[src/rtl/ddr2_client_master.sv]
// Queues user commands and issues them one at a time to a DDR2 controller request/ack interface.
// Latency: response pulse one cycle after c_ack is sampled; cmd_ready deasserts only while the command FIFO is full.
module ddr2_client_master #(
    parameter int FIFO_DEPTH = 4,
    parameter int TIMEOUT    = 1023
) (
    input  logic        clk,
    input  logic        rst_n,
    input  logic        cmd_valid,
    output logic        cmd_ready,
    input  logic        cmd_we,
    input  logic [25:0] cmd_addr,
    input  logic [63:0] cmd_wdata,
    output logic        rsp_valid,
    output logic        rsp_we,
    output logic [63:0] rsp_rdata,
    output logic        rsp_err,
    output logic [25:0] c_addr,
    output logic [63:0] c_data_in,
    input  logic [63:0] c_data_out,
    input  logic        c_rdy,
    input  logic        c_ack,
    output logic        c_rd_req,
    output logic        c_wr_req,
    output logic        busy
);
    localparam int AW = (FIFO_DEPTH > 1) ? $clog2(FIFO_DEPTH) : 1;
    localparam logic [AW:0]  DEPTH_C  = (AW+1)'(FIFO_DEPTH);
    localparam logic [15:0]  TMO_LAST = 16'(TIMEOUT - 1);

    typedef struct packed {
        logic        we;
        logic [25:0] addr;
        logic [63:0] wdata;
    } cmd_t;

    typedef enum logic [1:0] {IDLE, WAIT_RDY, REQ, RESP} state_t;

    cmd_t          mem_q [FIFO_DEPTH];
    cmd_t          head;
    logic [AW-1:0] wr_ptr_q, wr_ptr_d, rd_ptr_q, rd_ptr_d;
    logic [AW:0]   count_q, count_d;
    logic          push, pop, done;
    state_t        state_q, state_d;
    logic [15:0]   tmo_q, tmo_d;
    logic          hold_we_q, hold_we_d;
    logic [25:0]   c_addr_q, c_addr_d;
    logic [63:0]   c_data_in_q, c_data_in_d;
    logic          c_rd_req_q, c_rd_req_d, c_wr_req_q, c_wr_req_d;
    logic          rsp_valid_q, rsp_valid_d, rsp_we_q, rsp_we_d, rsp_err_q, rsp_err_d;
    logic [63:0]   rsp_rdata_q, rsp_rdata_d;
    logic          cmd_ready_q, cmd_ready_d, busy_q, busy_d;

    assign head = mem_q[rd_ptr_q];
    assign push = cmd_valid && cmd_ready_q;
    assign pop  = (state_q == IDLE) && (count_q != '0);
    // Ack wins over a timeout landing in the same cycle.
    assign done = (state_q == REQ) && (c_ack || (tmo_q == TMO_LAST));

    // Payload storage needs no reset: only the pointers define validity.
    always_ff @(posedge clk) begin
        if (push) mem_q[wr_ptr_q] <= '{we: cmd_we, addr: cmd_addr, wdata: cmd_wdata};
    end

    always_ff @(posedge clk or negedge rst_n) begin
        if (!rst_n) begin
            state_q     <= IDLE;
            wr_ptr_q    <= '0;
            rd_ptr_q    <= '0;
            count_q     <= '0;
            tmo_q       <= '0;
            hold_we_q   <= 1'b0;
            c_addr_q    <= '0;
            c_data_in_q <= '0;
            c_rd_req_q  <= 1'b0;
            c_wr_req_q  <= 1'b0;
            rsp_valid_q <= 1'b0;
            rsp_we_q    <= 1'b0;
            rsp_err_q   <= 1'b0;
            rsp_rdata_q <= '0;
            cmd_ready_q <= 1'b1;
            busy_q      <= 1'b0;
        end else begin
            state_q     <= state_d;
            wr_ptr_q    <= wr_ptr_d;
            rd_ptr_q    <= rd_ptr_d;
            count_q     <= count_d;
            tmo_q       <= tmo_d;
            hold_we_q   <= hold_we_d;
            c_addr_q    <= c_addr_d;
            c_data_in_q <= c_data_in_d;
            c_rd_req_q  <= c_rd_req_d;
            c_wr_req_q  <= c_wr_req_d;
            rsp_valid_q <= rsp_valid_d;
            rsp_we_q    <= rsp_we_d;
            rsp_err_q   <= rsp_err_d;
            rsp_rdata_q <= rsp_rdata_d;
            cmd_ready_q <= cmd_ready_d;
            busy_q      <= busy_d;
        end
    end

    always_comb begin
        state_d = state_q;
        case (state_q)
            IDLE:     if (pop)   state_d = WAIT_RDY;
            WAIT_RDY: if (c_rdy) state_d = REQ;
            REQ:      if (done)  state_d = RESP;
            RESP:                state_d = IDLE;
            default:             state_d = IDLE;
        endcase
    end

    always_comb begin
        wr_ptr_d    = push ? wr_ptr_q + AW'(1) : wr_ptr_q;
        rd_ptr_d    = pop  ? rd_ptr_q + AW'(1) : rd_ptr_q;
        count_d     = count_q + {{AW{1'b0}}, push} - {{AW{1'b0}}, pop};
        tmo_d       = tmo_q;
        hold_we_d   = hold_we_q;
        c_addr_d    = c_addr_q;
        c_data_in_d = c_data_in_q;
        c_rd_req_d  = c_rd_req_q;
        c_wr_req_d  = c_wr_req_q;
        rsp_valid_d = 1'b0;
        rsp_we_d    = rsp_we_q;
        rsp_err_d   = rsp_err_q;
        rsp_rdata_d = rsp_rdata_q;
        case (state_q)
            IDLE: begin
                if (pop) begin
                    hold_we_d   = head.we;
                    c_addr_d    = head.addr;
                    c_data_in_d = head.wdata;
                end
            end
            WAIT_RDY: begin
                if (c_rdy) begin
                    c_wr_req_d = hold_we_q;
                    c_rd_req_d = !hold_we_q;
                    tmo_d      = '0;
                end
            end
            REQ: begin
                if (done) begin
                    c_wr_req_d  = 1'b0;
                    c_rd_req_d  = 1'b0;
                    rsp_valid_d = 1'b1;
                    rsp_we_d    = hold_we_q;
                    rsp_err_d   = !c_ack;
                    rsp_rdata_d = (c_ack && !hold_we_q) ? c_data_out : '0;
                end else begin
                    tmo_d = tmo_q + 16'd1;
                end
            end
            default: ;
        endcase
        cmd_ready_d = (count_d != DEPTH_C);
        busy_d      = (count_d != '0) || (state_d != IDLE);
    end

    assign cmd_ready = cmd_ready_q;
    assign busy      = busy_q;
    assign c_addr    = c_addr_q;
    assign c_data_in = c_data_in_q;
    assign c_rd_req  = c_rd_req_q;
    assign c_wr_req  = c_wr_req_q;
    assign rsp_valid = rsp_valid_q;
    assign rsp_we    = rsp_we_q;
    assign rsp_err   = rsp_err_q;
    assign rsp_rdata = rsp_rdata_q;
endmodule

[config.mk]
export PLATFORM = sky130hd
export DESIGN_NAME = ddr2_client_master
export DESIGN_NICKNAME = d
export VERILOG_FILES = /design/src/rtl/ddr2_client_master.sv
export SDC_FILE = /design/constraint.sdc
export NUM_CORES = 1
export LEC_CHECK = 0
export ABC_AREA = 1
export CAP_MARGIN = 30
export CORE_ASPECT_RATIO = 1.5
export CORE_MARGIN = 4
export CORE_UTILIZATION = 49
export DETAILED_ROUTE_END_ITERATION = 10
export HOLD_SLACK_MARGIN = 0.06
export PLACE_DENSITY_LB_ADDON = 0.12
export SYNTH_ARGS = -nofsm -noshare
export SYNTH_HDL_FRONTEND = slang
export SYNTH_SLANG_ARGS = --single-unit
[constraint.sdc]
create_clock -name clk -period 4.68 [get_ports clk]
set_input_delay 0.936 -clock clk [delete_from_list [all_inputs] [get_ports clk]]
set_output_delay 0.936 -clock clk [all_outputs]
set_load 0.05 [all_outputs]
==> qor.txt <==
Status -> complete, no violations
Wire per inst -> 18.6 µm
M2 GR Usage -> 0.365
Combinational family with the most area after synthesis -> simple AND/OR/NAND/NOR gates
DIE WIDTH -> 180 µm
DR vias/cell -> 5.27
Post-synth cell types -> 33
Ys flop type -> edfxtp_1
Static leakage -> 0.0104 µW
Synth cell count leaders -> 472 x nand2_1, 364 x edfxtp_1, 316 x nor2_1, 186 x dfrtp_1, 102 x o21ai_0
CTS H-Tree Depth -> 2
Initial antenna violation count -> 5
Buffers on Ports -> 320
WP data required -> 5090 ps
Area delta synth->final -> 25.3%
Post-CTS setup buffers -> 0
CP Launch Type -> register
Count leader, synth -> nand2_1
P per Cell Area -> 714 nW/µm²
Initial DRC count -> 828
Post-synth top area share -> 0.505
Final Non-Filler Cells -> 2705
Die height -> 265 µm
Worst VDD drop -> 456 µV
Max Freq -> 344 MHz
Final setup viols -> 0
Total of fill cells in the finished design -> 3518
DP Cell Count -> 2607
Post-Syn Instances -> 1795
Delay-heaviest family, CP -> adder cells
Num CTS Buffers -> 51
Slowest stage delay, CP -> 410 ps
Layout Skew -> 17.1 ps
Clk sinks -> 551
CP Buf/Inv Count -> 4
Layout cells sized above 1 -> 0.0894
Setup CP Type -> reg -> reg
Cell taking the most area after synthesis -> edfxtp_1
Worst path cell trace -> inv_1 -> nand3_4 -> inv_4 -> ha_1 -> inv_1 -> ha_1 -> inv_1 -> fa_1 -> xor2_1 -> xor2_1 -> nand4_1
Final Slew Violations -> 0
Root Buffer -> clkbuf_16
# DRC -> 0
Simple-gate share of the synthesized area -> 0.149
First-pass GRT wire length -> 79.9 mm
Max-cap violations -> 0
Most Frequent Cell on Critical Path -> inv_1
Relative slew slack -> 0.377
PnR worst setup slack -> 1780 ps
Hold buffers post-CTS -> 0
Total Wirelength -> 50.4 mm
RSZ-0062 raised after global routing -> no
Largest cells by area after synthesis -> edfxtp_1 51%, dfrtp_1 22%, nand2_1 8.2%
Max Buffers Root-to-Sink -> 3
Critical path arrival -> 3310 ps
Adder-cell share of the synthesized area -> 0.00555
Vias in the first global route -> 14400
Final worst path period need -> 2900 ps
CP max stage cell -> inv_4
GRT Overall Usage -> 0.208
Die area -> 47700 µm²
Post-cts sizing count -> 0
Max Fanout on Critical Path -> 28
Avg Inst Size Synth -> 12.1 µm²
Met1 Use GR -> 0.263
Clock Latency Late Sink -> 570 ps
Met3 Use GR -> 0.0412
TritonCTS clock tree -> yes
Vias -> 14200
Place WS -> 1160 ps
Worst Max-Slew Pin Slew -> 932 ps
Synth warn -> 0
Rows -> 94
Final period utilization -> 0.621
Final HPWL DP -> 30.8 mm
Final ANT Viol Nets -> 0
Synth async-reset ratio -> 0.339
Synthesized net count -> 1964
Synth Area in XOR/XNOR -> 0.00445
Number of I/O pins -> 321
Routability cong. -> 0.859
Sequential area share after synthesis -> 0.721
Initial Util -> 0.495
Synth Area in Compound Gates -> 0.0851
Busiest metal layer after global routing -> met2
Core Footprint -> 43800 µm²
Remaining Overflow, GRT -> 0
Largest net degree at the start of global routing -> 92
EDFF count, synth -> 364
Synthesized area -> 21600 µm²
Worst-path clk slew -> 60 ps
Final #Nets -> 2253
Final Hold Violating Endpoints -> 0
Crit end category -> register
Synth Register Bits -> 551
Worst hold-check path type -> in -> async
Drt first pass iters -> 5
Mux share of post-synthesis cell area -> 0
## placed cells by master, fill, tap and decap left out, types with 11 or more instances in the layout
cell type / count
clkdlybuf4s50_1: 319
o21ai_0: 102
nor2_1: 312
dfrtp_1: 184
clkbuf_8: 11
clkinv_2: 15
clkbuf_16: 52
o21ai_2: 56
inv_1: 27
edfxtp_1: 364
nand3_1: 22
buf_12: 11
o32ai_1: 90
nand2_1: 472
## layout make-up
class,count,area (µm²),share of cell area
Multi-Input combinational cell,1108,5330,0.197
Tap cell,576,721,0.0266
Antenna cell,3,7.51,0.000277
Inverter,30,120,0.00443
Clock buffer,67,1460,0.0537
Timing Repair Buffer,342,3570,0.132
Sequential cell,551,15600,0.576
Clock inverter,28,293,0.0108
## metal layers
| layer | wire length, µm | vias to the layer above |
|---|---|---|
| li1 | - | 6785 |
| met4 | 1220 | 4 |
| met5 | 23 | - |
| met3 | 2840 | 77 |
| met1 | 20500 | 6979 |
| met2 | 25800 | 401 |
## stage by stage
stage / instance area, µm² / hold slack, ps / setup TNS (ps) / util / power [µW]
6_report: 27100 / 441 / 0 / 0.620 / 19400
5_1_grt: 27100 / 485 / 0 / 0.620 / 20500
4_1_cts: 27100 / 461 / 0 / 0.620 / 19600
3_5_place_dp: 25400 / 465 / 0 / 0.580 / 15300
3_3_place_gp: 25300 / 464 / 0 / 0.578 / 15100
2_1_floorplan: 21600 / 489 / -284090 / - / 12700
## state kept, by name, summed over array words and instances (netlist names)
signal and cells:
mem_q 364, hold_we_q 1, c_wr_req 1, rd_ptr_q 2, rsp_err 1, count_q 3
c_addr 26, c_rd_req 1, busy 1, state_q 2, rsp_valid 1, rsp_we 1
c_data_in 64, rsp_rdata 64, wr_ptr_q 2, cmd_ready 1, tmo_q 16
## final timing paths
check	from	end	slack (ps)	cells after the start
hold reg to reg	c_data_in[1]	c_data_in[1]	480	2
min in group clk	c_data_in[1]	c_data_in[1]	480	2
setup reg to reg	state_q[1]	busy	1780	11
setup / recovery	state_q[1]	busy	1780	11
max in group asynchronous	rst_n	rd_ptr_q[1]	3270	2
hold / removal	rst_n	rsp_rdata[52]	440	1
## cells by family after synthesis
group,after synthesis
adder cells (fa/ha/maj),9
flip-flops,551
AND/OR/NAND/NOR,831
AO/OA/AOI/OAI,257
XOR/XNOR,11
buffers and inverters,136
## where the power goes
part	internal (µW)	switching (µW)
sequential	6560	723
combinational	2470	5390
clock	2480	1760
(Power assumes the default switching activity.)
